===== src/rtl/buzzer_scheduler_if.sv =====
// Bundles the buzzer scheduler's data signals.
//   status      : N_SLOT packed 4-bit game counters (slot i at [4*i +: 4])
//   enable      : allows new grants when high
//   buzzer_pin  : square-wave tone output
//   busy        : high while a tone or its trailing gap is in progress
//   active_slot : slot being played or last played
//   pending     : one queued-event flag per slot
// master drives status/enable and observes the rest; slave is the scheduler.
interface buzzer_scheduler_if #(
  parameter int unsigned N_SLOT = 10
);
  logic [4*N_SLOT-1:0] status;
  logic                enable;
  logic                buzzer_pin;
  logic                busy;
  logic [3:0]          active_slot;
  logic [N_SLOT-1:0]   pending;

  modport master (
    output status, enable,
    input  buzzer_pin, busy, active_slot, pending
  );

  modport slave (
    input  status, enable,
    output buzzer_pin, busy, active_slot, pending
  );
endinterface


===== src/rtl/buzzer_scheduler.sv =====
// Shares one buzzer pin between N_SLOT 4-bit counters. A counter changing from a
// nonzero value to zero queues a pending flag for its slot; pending slots are granted
// round-robin. Each grant plays a TONE_CYCLES tone whose half-period is
// BASE_HALF + slot*STEP_HALF cycles, followed by GAP_CYCLES of silence.
// Ports:
//   clk : rising-edge clock
//   rst : asynchronous active-high reset
//   bus : buzzer_scheduler_if slave modport (status, enable in; pin, busy,
//         active_slot, pending out)
module buzzer_scheduler #(
  parameter int unsigned N_SLOT      = 10,
  parameter int unsigned TONE_CYCLES = 25_000_000,
  parameter int unsigned GAP_CYCLES  = 5_000_000,
  parameter int unsigned BASE_HALF   = 50_000,
  parameter int unsigned STEP_HALF   = 5_000
) (
  input logic               clk,
  input logic               rst,
  buzzer_scheduler_if.slave bus
);

  typedef enum logic [1:0] {StIdle, StPlay, StGap} state_e;

  state_e              state_q, state_d;
  logic [4*N_SLOT-1:0] prev_q;
  logic [N_SLOT-1:0]   pending_q, pending_d;
  logic [N_SLOT-1:0]   evt, grant_mask;
  logic [3:0]          last_q, last_d;
  logic [3:0]          active_q, active_d;
  logic [31:0]         tone_q, tone_d;
  logic [31:0]         gap_q, gap_d;
  logic [31:0]         half_q, half_d;
  logic                pin_q, pin_d;

  logic [3:0]          winner;
  logic                found;
  logic                grant;
  logic [31:0]         half_win;   // H-1 for the slot about to be granted
  logic [31:0]         half_act;   // H-1 for the slot currently playing
  int unsigned         idx;

  // Only a nonzero -> zero transition counts as a wrap.
  always_comb begin
    evt = '0;
    for (int unsigned i = 0; i < N_SLOT; i++) begin
      evt[i] = (prev_q[4*i +: 4] != 4'd0) && (bus.status[4*i +: 4] == 4'd0);
    end
  end

  // Round-robin search starting just after the last granted slot.
  always_comb begin
    winner = '0;
    found  = 1'b0;
    idx    = 0;
    for (int unsigned k = 1; k <= N_SLOT; k++) begin
      idx = (32'(last_q) + k) % N_SLOT;
      if (!found && pending_q[idx]) begin
        found  = 1'b1;
        winner = 4'(idx);
      end
    end
  end

  assign half_win = BASE_HALF + 32'(winner) * STEP_HALF - 32'd1;
  assign half_act = BASE_HALF + 32'(active_q) * STEP_HALF - 32'd1;

  always_comb begin
    state_d  = state_q;
    tone_d   = tone_q;
    gap_d    = gap_q;
    half_d   = half_q;
    pin_d    = pin_q;
    active_d = active_q;
    last_d   = last_q;
    grant    = 1'b0;

    unique case (state_q)
      StIdle: begin
        if (bus.enable && found) grant = 1'b1;
      end
      StPlay: begin
        // End of tone takes precedence over a coincident half-period toggle.
        if (tone_q == 32'd0) begin
          pin_d   = 1'b0;
          gap_d   = GAP_CYCLES - 32'd1;
          state_d = StGap;
        end else begin
          tone_d = tone_q - 32'd1;
          if (half_q == 32'd0) begin
            pin_d  = ~pin_q;
            half_d = half_act;
          end else begin
            half_d = half_q - 32'd1;
          end
        end
      end
      StGap: begin
        pin_d = 1'b0;
        if (gap_q == 32'd0) begin
          if (bus.enable && found) grant = 1'b1;
          else                     state_d = StIdle;
        end else begin
          gap_d = gap_q - 32'd1;
        end
      end
      default: state_d = StIdle;
    endcase

    if (grant) begin
      active_d = winner;
      last_d   = winner;
      tone_d   = TONE_CYCLES - 32'd1;
      half_d   = half_win;
      pin_d    = 1'b1;
      state_d  = StPlay;
    end
  end

  // A same-edge event on the granted slot re-sets its flag, giving one replay.
  always_comb begin
    grant_mask = '0;
    for (int unsigned i = 0; i < N_SLOT; i++) begin
      grant_mask[i] = grant && (winner == 4'(i));
    end
    pending_d = (pending_q & ~grant_mask) | evt;
  end

  always_ff @(posedge clk or posedge rst) begin
    if (rst) begin
      state_q   <= StIdle;
      prev_q    <= '0;
      pending_q <= '0;
      last_q    <= 4'(N_SLOT - 1);
      active_q  <= '0;
      tone_q    <= '0;
      gap_q     <= '0;
      half_q    <= '0;
      pin_q     <= 1'b0;
    end else begin
      state_q   <= state_d;
      prev_q    <= bus.status;
      pending_q <= pending_d;
      last_q    <= last_d;
      active_q  <= active_d;
      tone_q    <= tone_d;
      gap_q     <= gap_d;
      half_q    <= half_d;
      pin_q     <= pin_d;
    end
  end

  assign bus.buzzer_pin  = pin_q;
  assign bus.busy        = (state_q != StIdle);
  assign bus.active_slot = active_q;
  assign bus.pending     = pending_q;

endmodule


===== src/flat_wrapper.sv =====
// flat-port wrapper written by rule: the top's interface ports become plain ports
module buzzer_scheduler_flat 
#(
  parameter int unsigned N_SLOT      = 10,
  parameter int unsigned TONE_CYCLES = 25_000_000,
  parameter int unsigned GAP_CYCLES  = 5_000_000,
  parameter int unsigned BASE_HALF   = 50_000,
  parameter int unsigned STEP_HALF   = 5_000
)
  (clk, rst, bus_status, bus_enable, bus_buzzer_pin, bus_busy, bus_active_slot, bus_pending);
  buzzer_scheduler_if #(.N_SLOT(N_SLOT)) bus_i ();
  input logic clk;
  input logic rst;
  input wire logic [$bits(bus_i.status)-1:0] bus_status;
  input wire logic [$bits(bus_i.enable)-1:0] bus_enable;
  output wire logic [$bits(bus_i.buzzer_pin)-1:0] bus_buzzer_pin;
  output wire logic [$bits(bus_i.busy)-1:0] bus_busy;
  output wire logic [$bits(bus_i.active_slot)-1:0] bus_active_slot;
  output wire logic [$bits(bus_i.pending)-1:0] bus_pending;
  assign bus_i.status = bus_status;
  assign bus_i.enable = bus_enable;
  assign bus_buzzer_pin = bus_i.buzzer_pin;
  assign bus_busy = bus_i.busy;
  assign bus_active_slot = bus_i.active_slot;
  assign bus_pending = bus_i.pending;
  buzzer_scheduler #(.N_SLOT(N_SLOT), .TONE_CYCLES(TONE_CYCLES), .GAP_CYCLES(GAP_CYCLES), .BASE_HALF(BASE_HALF), .STEP_HALF(STEP_HALF)) u_core (.clk(clk), .rst(rst), .bus(bus_i));
endmodule

===== config.mk =====
export PLATFORM = sky130hd
export DESIGN_NAME = buzzer_scheduler_flat
export DESIGN_NICKNAME = d
export VERILOG_FILES = /design/src/rtl/buzzer_scheduler_if.sv /design/src/rtl/buzzer_scheduler.sv /design/src/flat_wrapper.sv
export SDC_FILE = /design/constraint.sdc
export NUM_CORES = 1
export LEC_CHECK = 0
export ABC_AREA = 0
export BUFFER_PORTS_ARGS = -buffer_cell sky130_fd_sc_hd__buf_2
export CORE_MARGIN = 2
export CORE_UTILIZATION = 69
export DETAILED_ROUTE_END_ITERATION = 10
export GPL_TIMING_DRIVEN = 1
export HOLD_SLACK_MARGIN = 0.15
export PLACE_DENSITY_LB_ADDON = 0.08
export SLEW_MARGIN = 10
export SYNTH_ARGS = -nofsm -noshare
export SYNTH_HDL_FRONTEND = slang
export SYNTH_SLANG_ARGS = --single-unit

===== constraint.sdc =====
create_clock -name clk -period 14.82 [get_ports clk]
set_input_delay 0.741 -clock clk [delete_from_list [all_inputs] [get_ports clk]]
set_output_delay 0.741 -clock clk [all_outputs]
set_load 0.05 [all_outputs]

* Word-level counts from Yosys, hierarchy flattened
Index checks and enable logic that the tools add are counted.
** Storage, ports and cells
- Register bits after elaboration :: 157
- Input bits :: 43
- Output and inout port bits :: 16
** Cells by class
- Add/sub/neg operators :: 17
- Multipliers :: 2
- Divide/modulo/power cells :: 10
- Order comparisons :: 10
- Equality and inequality tests :: 19
- Multiplexer cells :: 62
- Bitwise logic cells :: 4
- Reductions and logical operators :: 72
** Operator list (number)
- 32-bit by 5-bit less-than comparator with 1-bit output (second input constant) :: 10
- 32-bit by 4-bit remainder unit with 32-bit output (second input constant) :: 10
- 32-bit 2-to-1 mux :: 9
- 32-bit by 1-bit subtractor with 32-bit output (second input constant) :: 5
- 32-bit logical NOT :: 3
- 32-bit case mux with 2 select lines :: 1
- 4-bit logical NOT :: 11
- 1-bit binary-select mux with 4-bit select :: 10
- 4-bit 2-to-1 mux :: 10
- 4-bit nonzero test :: 10
- 16-bit by 17-bit adder with 18-bit output (first input constant) :: 2
- 1-bit logical AND :: 30
- 4-bit by 10-bit multiplier with 14-bit output (second input constant) :: 2
- 1-bit 2-to-1 mux :: 25
- 4-bit by 3-bit adder with 5-bit output (second input constant) :: 4
- 4-bit by 3-bit == test with 1-bit output (second input constant) :: 4
- 4-bit by 4-bit adder with 5-bit output (second input constant) :: 3
- 4-bit by 2-bit adder with 5-bit output (second input constant) :: 2
- 10-bit bitwise AND :: 1
- 10-bit inverter :: 1
- 10-bit OR :: 1
- 1-bit logical NOT :: 9
- 4-bit by 2-bit == test with 1-bit output (second input constant) :: 2
- 4-bit == test (second input constant) :: 2
- other kinds (19) :: 29

* Depth between registers and ports, before layout
Gate-level depths: netlist of the first run.
- Depth after elaboration :: 40
- Gate-level depth with buffers :: 38
- Mapped depth without buffers :: 32

* Worst setup path after synthesis of the first run
No wires, ideal clock.
- Path kind :: register to register
- Start :: reg u_core.active_q[1], in the netlist u_core.bus.active_slot[1]
- End :: reg u_core.half_q[15]
- Setup time :: 0.077 ns
- Arrival :: 8.636 ns
- Required time :: 14.743 ns
- Slack :: 6.107 ns
- Cell stages (with the launch flop) :: 34
- Buffers on the path :: 8
- Cells stage by stage :: dfrtp_1 buf_2 buf_2 clkbuf_1 inv_1 ha_1 buf_2 buf_2 buf_2 buf_2 nand2_1 ha_1 nand2b_1 o31ai_1 a221oi_2 and4_1 a211oi_2 buf_2 nor2_1 a41oi_1 o211ai_1 a32oi_1 inv_1 fa_1 ha_1 inv_1 fa_1 inv_1 nor3_1 a21oi_1 o41ai_1 or4b_4 o31a_1 a21oi_1
** On the way
- Longest elaborated chain between the ends :: 7
** RTL lines
- start: declaration :: RTL line buzzer_scheduler.sv:29 : logic [3:0] active_q, active_d;
- start signal: assignment :: RTL line buzzer_scheduler.sv:144 : active_q <= active_d;
- 4-bit by 10-bit multiplier with 14-bit output :: RTL line buzzer_scheduler.sv:65 : assign half_act = BASE_HALF + 32'(active_q) * STEP_HALF - 32'd1;
- 16-bit by 17-bit adder with 18-bit output :: RTL line buzzer_scheduler.sv:65
- 32-bit by 1-bit subtractor with 32-bit output :: RTL line buzzer_scheduler.sv:65
- 32-bit 2-to-1 mux :: RTL line buzzer_scheduler.sv:89 : if (half_q == 32'd0) begin
- 32-bit 2-to-1 mux :: RTL line buzzer_scheduler.sv:83 : if (tone_q == 32'd0) begin
- 32-bit 2-to-1 mux :: RTL line buzzer_scheduler.sv:77 : unique case (state_q)
- 32-bit 2-to-1 mux :: RTL line buzzer_scheduler.sv:109 : if (grant) begin
- end signal: assignment :: RTL line buzzer_scheduler.sv:147 : half_q <= half_d;
- end: declaration :: RTL line buzzer_scheduler.sv:32 : logic [31:0] half_q, half_d;
Every way passes these cells. The select of a mux whose other input is x is not followed.
A chain may end at the register's enable or synchronous reset.

* Worst setup path in the final report of the first run
- Start :: reg u_core.last_q[0]
- End :: reg u_core.half_q[15]
** On the way
- Elaborated cells between the ends (all ways) :: 89
** RTL lines
- start: declaration :: RTL line buzzer_scheduler.sv:28 : logic [3:0] last_q, last_d;
- start signal: assignment :: RTL line buzzer_scheduler.sv:133 : last_q <= 4'(N_SLOT - 1);
- start signal: assignment :: RTL line buzzer_scheduler.sv:143 : last_q <= last_d;
- 4-bit by 1-bit adder with 5-bit output :: RTL line buzzer_scheduler.sv:56 : idx = (32'(last_q) + k) % N_SLOT;
- 32-bit by 4-bit remainder unit with 32-bit output :: RTL line buzzer_scheduler.sv:56
- 1-bit binary-select mux with 4-bit select :: RTL line buzzer_scheduler.sv:57 : if (!found && pending_q[idx]) begin
- 1-bit 2-to-1 mux (not written as such) :: RTL line buzzer_scheduler.sv:57
- 1-bit 2-to-1 mux :: RTL line buzzer_scheduler.sv:57
- 1-bit logical NOT :: RTL line buzzer_scheduler.sv:57
- 1-bit logical AND :: RTL line buzzer_scheduler.sv:57
- 1-bit 2-to-1 mux :: RTL line buzzer_scheduler.sv:57
- (+21 left out)
- 1-bit logical NOT :: RTL line buzzer_scheduler.sv:57
- 1-bit logical AND :: RTL line buzzer_scheduler.sv:57
- 4-bit 2-to-1 mux (*) :: RTL line buzzer_scheduler.sv:57
- named net u_core.winner[3] :: RTL line buzzer_scheduler.sv:35 : logic [3:0] winner;
- 4-bit by 10-bit multiplier with 14-bit output (*) :: RTL line buzzer_scheduler.sv:64 : assign half_win = BASE_HALF + 32'(winner) * STEP_HALF - 32'd1;
- 16-bit by 17-bit adder with 18-bit output (*) :: RTL line buzzer_scheduler.sv:64
- 32-bit by 1-bit subtractor with 32-bit output (*) :: RTL line buzzer_scheduler.sv:64
- 32-bit 2-to-1 mux (*) :: RTL line buzzer_scheduler.sv:109
Mark *: on every way through the listed nets, which the timed path passes. The rest lies on a longest branch. The select of a mux whose other input is x is not followed.

==> key figures, run 1 <==
Outcome
  – Status: finished, final reports clean

Power and ir drop
  – Power per standard cell area: around 67 mW/mm2
  – Pwr Total: ~0.001 W
  – Pleak: approximately 6.4 nW
  – Peak supply drop: between 70 and 80 uV

Setup path
  – CP Launch Type: flip-flop
  – CP top delay family: adder cells
  – Crit-path slowest cell: fa_1
  – Worst path bufs/invs: 5
  – Crit Path Class: reg2reg
  – Crit path largest cell delay: 0.60 ns
  – Critical path fanouts, max: 36
  – Arrival time worst endpoint: between 9 and 10 ns
  – Required time worst endpoint: 15.17 ns
  – Crit. End Element: flip-flop

Global routing
  – Initial antenna violation count: 1
  – All-Layer GR Usage: 0.354
  – Largest net degree at the start of global routing: between 80 and 90
  – First-pass GRT wire length: 61900 um
  – Via count of the first global-routing pass: 12400
  – GRT overflow: 0

Timing
  – Fmax: around 110 MHz
  – Clock skew: roughly 0.016 ns
  – Setup Viol. Count Final: 0
  – Pins Over Slew Limit: 0
  – Final WS setup: 6.04 ns
  – Tmin final: 8.78 ns
  – Max-slew headroom: 0.331
  – Period Utilization, post-route: 0.593
  – Final hold vios: 0
  – Least-Margin Pin Slew: a little under 1 ns
  – RSZ-0062 raised after global routing: no
  – Setup TNS: 0 ns

Place
  – Placed Cells: around 1900
  – GPL Wtd Cong: 0.991
  – Worst slack, placed: about 6.2 ns
  – Post-DP HPWL: 26900 um
  – # port buffers: 58

Synthesis
  – Synth cell types: between 100 and 150
  – Mapped Cells: 1624
  – Post-synthesis net count: approximately 1800
  – Most used DFF post-synth: dfrtp_1
  – Synth Register Bits: approximately 160
  – Average cell area after synthesis: 8.53 um2
  – Cell area after synthesis: approximately 0.014 mm2
  – EDFF count, synth: 0
  – Sequential cell area fraction in the yosys report: 0.280
  – Async S/R FF share, synth: 1.00
  – Number of synthesis warnings: 0

Run
  – Max Cap Violations: 0

Floorplanning
  – Core ar.: a little under 0.02 mm2
  – Site row count: approximately 50
  – Die Height: 146 um
  – Die area: 0.0212 mm2
  – Die width: roughly 150 um
  – I/O pin cnt: 59
  – Initial Utilization: 0.707

Drt
  – Post-route ant nets: 0
  – WL per Instance: ~20 um
  – Vias after detailed routing: ~13000
  – Number of detailed-route iterations in the first pass: 7
  – Initial DRC count: roughly 1300
  – Drt via density: 6.79
  – DR DRC count: 0
  – WL final: 37600 um

Clocking
  – Setup bufs post-CTS: 0
  – Number of CTS-inserted buffers: 17
  – CTS Buffer Depth: 2
  – Hold-fix buffers at CTS: 0
  – Clk root buf: clkbuf_16
  – Clk Latency, worst-skew pair: between 0.4 and 0.5 ns
  – CTS tree: done
  – H-tree levels: 4
  – Clk sink count: about 160
  – Post_cts resized: 0
  – Clk pin slew, worst setup/hold paths: about 0.07 ns

Worst hold path
  – Worst Hold Class: in2async

Finish
  – Layout Nets: around 1800
  – Antenna cells: 0
  – Final non-filler cell total: between 1500 and 2000
  – Area grow syn2layout: 7.05%
  – Share of layout cells above drive strength 1: 0.139
==> cell families after synthesis <==
family,after synthesis,share of synthesized area
AND/OR/NAND/NOR,638,0.236
AO/OA/AOI/OAI,442,0.230
flip-flops,155,0.280
buffers and inverters,129,0.0431
XOR/XNOR,112,0.0740
adder cells (fa/ha/maj),89,0.0830
multiplexers,59,0.0544
==> metrics by stage <==
stage | hold slack, ns | instance area [um2] | util
after global placement | 0.439 | 14200 | 0.727
after floorplan | 0.428 | 13900 | -
after CTS | 0.411 | 14800 | 0.757
after detailed placement | 0.445 | 14200 | 0.727
final | 0.399 | 14800 | 0.757
after global routing | 0.417 | 14800 | 0.757
==> report_power, final <==
part,internal [W],leakage (nW),switching [W]
registers,0.000430,1.91,0.00000814
logic,0.0000436,4.20,0.0000741
clock network,0.000247,0.293,0.000197
==> layout by cell type (no fill, tap or decap), drive strengths merged, types with 16 or more instances in the layout <==
master	instances
dfrtp	153
nor2	150
nand2	142
a21oi	98
o21ai	92
ha	79
xnor2	75
buf	73
inv	67
nand3	64
nor3	56
nor4	41
xor2	37
mux2i	34
or3	33
o211ai	29
or2	24
a31oi	23
nand2b	22
a211oi	22
and3	21
a21o	20
clkbuf	20
o31ai	19
o41ai	18
mux2	16
==> area by class of cell <==
| class | count | area [um2] |
|---|---|---|
| clock inverter | 12 | 129 |
| tap | 265 | 332 |
| multi-input combinational | 1340 | 9390 |
| inverter | 62 | 238 |
| timing repair buffer | 73 | 403 |
| sequential | 155 | 3880 |
| clock buffer | 20 | 457 |
| fill | 1494 | 4750 |
==> cell usage after synthesis (20+ instances only) <==
cell | n | area share
inv_1 | 55 | 0.015
nand2_1 | 141 | 0.038
ha_1 | 79 | 0.071
mux2i_1 | 31 | 0.022
nand3_1 | 62 | 0.022
nor4_1 | 40 | 0.018
o211ai_1 | 27 | 0.015
xor2_1 | 34 | 0.021
nor2_1 | 149 | 0.040
a31oi_1 | 23 | 0.010
or2_2 | 20 | 0.0090
dfrtp_1 | 153 | 0.28
xnor2_1 | 72 | 0.046
clkbuf_1 | 33 | 0.0089
nor3_1 | 55 | 0.020
or3_1 | 33 | 0.015
o21ai_0 | 83 | 0.030
a21oi_1 | 93 | 0.034
nand2b_1 | 22 | 0.0099
==> per-layer routing <==
metal / track usage / vias to the layer above / part of all wire
met1: 0.497 / 6262 / 0.44
li1: - / 6112 / -
met2: 0.547 / 630 / 0.44
met5: 0 / - / 0.00027
met3: 0.0824 / 87 / 0.098
met4: 0.106 / 2 / 0.022
==> path summary, 6_finish.rpt <==
check                           slack, ns                         endpoint  cells past startpoint                         start
max in group asynchronous           12.97    u_core.half_q[15]$_DFFE_PP0P_                      3                           rst
worst max-delay path                 6.04    u_core.half_q[15]$_DFFE_PP0P_                     29  u_core.last_q[0]$_DFFE_PP1P_
worst min register to register       0.46  u_core.bus.pending[8]$_DFF_PP0_                      2   u_core.prev_q[34]$_DFF_PP0_
worst min-delay path                 0.40       u_core.prev_q[6]$_DFF_PP0_                      2                           rst
min in group clk                     0.42      u_core.prev_q[24]$_DFF_PP0_                      1                bus_status[24]
worst max register to register       6.04    u_core.half_q[15]$_DFFE_PP0P_                     29  u_core.last_q[0]$_DFFE_PP1P_
==> sequential cells by signal, indices dropped and copies added (netlist names) <==
| register | cells |
|---|---|
| u_core.gap_q | 32 |
| u_core.prev_q | 40 |
| u_core.bus.buzzer_pin | 1 |
| u_core.state_q | 2 |
| u_core.half_q | 32 |
| u_core.bus.pending | 10 |
| u_core.bus.active_slot | 4 |
| u_core.last_q | 2 |
| u_core.tone_q | 32 |
(Power assumes the default switching activity.)
==> run 2: changes to the inputs <==
--- a/config.mk
+++ b/config.mk
@@ -8,7 +8,7 @@
 export ABC_AREA = 0
 export BUFFER_PORTS_ARGS = -buffer_cell sky130_fd_sc_hd__buf_2
 export CORE_MARGIN = 2
-export CORE_UTILIZATION = 69
+export CORE_UTILIZATION = 58
 export DETAILED_ROUTE_END_ITERATION = 10
 export GPL_TIMING_DRIVEN = 1
 export HOLD_SLACK_MARGIN = 0.15
==> constraint.sdc (replaced) <==
create_clock -name clk -period 7.2 [get_ports clk]
set_input_delay 0.36 -clock clk [delete_from_list [all_inputs] [get_ports clk]]
set_output_delay 0.36 -clock clk [all_outputs]
set_load 0.05 [all_outputs]
==> key figures, run 2 (synthesized netlist as in run 1, its figures left out) <==
Outcome
  – Status: finished, final reports clean

Drt
  – Initial DRC count: 1356 (+1.6%)
  – Number of detailed-route iterations in the first pass: 8 (+1)
  – DR DRC count: 0 (unchanged)
  – Post-route ant nets: 0 (unchanged)
  – Drt via density: 6.38 (-6.1%)
  – WL final: 43100 um (+15%)
  – Vias after detailed routing: 13700 (+4.3%)
  – WL per Instance: 20.1 um (+3.2%)

Finish
  – Area grow syn2layout: 23.0%
  – # fillers: 1833 (+23%)
  – Commonest non-fill, non-tap cell in the layout: dfrtp_1
  – Antenna cells: 0 (unchanged)
  – Layout Nets: 1936 (+8.9%)
  – Fin area: 0.0170 mm2 (+15%)
  – Share of layout cells above drive strength 1: 0.237 (+0.0977)
  – Largest register FFs: 40 (unchanged)
  – Storage cell area: 0.00388 mm2 (unchanged)
  – Footprint of the multi-input gates: 0.0101 mm2 (+7.4%)
  – Most frequent cells in the layout: dfrtp_1 (151), nor2_1 (144), nand2_1 (141)
  – Top reg by flops: u_core.prev_q

Clocking
  – Clk Latency, worst-skew pair: 0.44 ns (about the same)
  – CTS tree: done
  – Clk pin slew, worst setup/hold paths: 0.08 ns (about the same)
  – CTS Buffer Depth: 2 (unchanged)
  – H-tree levels: 4 (unchanged)
  – Clk root buf: clkbuf_16
  – Number of CTS-inserted buffers: 17 (unchanged)
  – Clk sink count: 155 (unchanged)

Setup path
  – CP Launch Type: flip-flop
  – Arrival time worst endpoint: 7.40 ns (-1.73 ns)
  – Worst r2r path cells: 28 (-3.4%)
  – Required time worst endpoint: 7.56 ns (-7.61 ns)
  – Critical Path End: u_core.half_q[15]$_DFFE_PP0P_
  – Crit Path Class: reg2reg
  – Crit path largest cell delay: 0.52 ns (-0.08 ns)
  – Reg-to-Reg End: u_core.half_q[15]$_DFFE_PP0P_
  – Cell mode on critical path: buf_4
  – Critical Path Start: u_core.bus.active_slot[2]$_DFFE_PP0P_
  – Reg2Reg Launch Point: u_core.bus.active_slot[2]$_DFFE_PP0P_
  – Crit-path slowest cell: or4b_4
  – R2r setup slk: 0.16 ns (-5.87 ns)
  – Critical path fanouts, max: 8 (-78%)
  – Crit. End Element: flip-flop

Floorplanning
  – Initial Utilization: 0.590 (-0.117)
  – Die Height: 159 um (+8.8%)
  – I/O pin cnt: 59 (unchanged)
  – Site row count: 56 (+9.8%)
  – Core ar.: 0.0235 mm2 (+20%)
  – Die area: 0.0251 mm2 (+18%)
  – Die width: 159 um (+8.8%)

Place
  – # port buffers: 58 (unchanged)
  – GPL Wtd Cong: 0.995 (+0.40%)
  – Worst slack, placed: -0.0692 ns (-6.31 ns)
  – Area after DPL: 0.0152 mm2 (+6.5%)
  – Post-DP HPWL: 29800 um (+11%)

Timing
  – Pins Over Slew Limit: 0 (unchanged)
  – Least-Margin Pin Slew: 1.09 ns (+0.113 ns)
  – Setup TNS: 0 ns (unchanged)
  – Fmax: 142 MHz (+25%)
  – Max-slew headroom: 0.271 (-0.0594)
  – Final WS setup: 0.164 ns (-5.87 ns)
  – Setup Viol. Count Final: 0 (unchanged)
  – Final hold vios: 0 (unchanged)
  – Clock skew: 0.0203 ns (+0.00434 ns)
  – Period Utilization, post-route: 0.977 (+0.385)
  – Tmin final: 7.04 ns (-1.75 ns)

Global routing
  – Initial antenna violation count: 0 (-1)
  – All-Layer GR Usage: 0.339 (-0.0148)
  – First-pass GRT wire length: 66900 um (+8.0%)
  – GRT overflow: 0 (unchanged)
  – Largest net degree at the start of global routing: 82 (+1.2%)
  – Via count of the first global-routing pass: 12700 (+2.2%)

Power and ir drop
  – Pwr Total: 0.00215 W (+120%)
  – Peak supply drop: 139 uV (+88%)
  – Pleak: 7.32 nW (+14%)
  – Power per standard cell area: 126 mW/mm2 (+88%)

Run
  – Max Cap Violations: 0 (unchanged)

Worst hold path
  – Worst Hold Class: in2reg
[run 2: cell count changes in the layout (fill, tap and decap cells not counted), sizes merged]
cell	change
dlygate4sd3	+41
clkinv	+2
clkbuf	-2
clkinvlp	+1
buf	+117
[run 2: timing repair]
action	CTS	global route
hold buffers	41	0
setup buffers	1	28
gates cloned	0	1
endpoints found under the setup margin	3	6
hold endpoints to repair	118	0
pin swaps	5	34
resized for setup	22	88
[run 2: area by class of cell]
class	count	share of cell area
clock inverter	15	0.0114
timing repair buffer	232	0.104
clock buffer	17	0.0250
sequential	155	0.228
multi-input combinational	1340	0.592
tap	319	0.0234
inverter	62	0.0159
[run 2: worst max-delay path, delay by kind of cell, from the launching register on]
family                   cells  cell delay [ns]
AO/OA/AOI/OAI                9             2.04
flip-flops                   1             0.43
buffers and inverters        6             0.73
XOR/XNOR                     1             0.20
multiplexers                 1             0.22
AND/OR/NAND/NOR              6             1.61
adder cells (fa/ha/maj)      5             1.71
[run 2: stage by stage]
| step | instances | utilization | hold slack (ns) |
|---|---|---|---|
| after CTS | 2111 | 0.695 | 0.313 |
| after global placement | 2037 | 0.646 | 0.443 |
| after detailed placement | 2037 | 0.646 | 0.439 |
| after floorplan | 1624 | - | 0.391 |
| final | 2140 | 0.726 | 0.336 |
| after global routing | 2140 | 0.726 | 0.371 |
[run 2: worst min path at each step]
stage,endpoint,cells after the start,start
detailed placement,u_core.bus.pending[1]$_DFF_PP0_,2,u_core.prev_q[6]$_DFF_PP0_
global placement,u_core.bus.pending[4]$_DFF_PP0_,2,u_core.prev_q[18]$_DFF_PP0_
finish,u_core.state_q[0]$_DFFE_PP0P_,3,bus_enable
CTS,u_core.state_q[0]$_DFFE_PP0P_,3,bus_enable
global route,u_core.state_q[0]$_DFFE_PP0P_,3,bus_enable
floorplan,u_core.prev_q[0]$_DFF_PP0_,0,bus_status[0]
[run 2: routing by layer]
layer  vias up  wire, um  share of wire  global-route usage
li1       6427         -              -                   -
met1      6580     19200           0.45               0.476
met2       564     18800           0.44               0.517
met3        86      3790          0.088              0.0808
met4         0      1230          0.029               0.106
met5         -         0              0                   0
[run 2: power breakdown]
group | switching, W | leakage, nW | internal (W)
clock network | 0.000444 | 0.299 | 0.000503
logic | 0.000174 | 5.11 | 0.000129
registers | 0.0000189 | 1.91 | 0.000885
total | 0.000637 | 7.32 | 0.00152
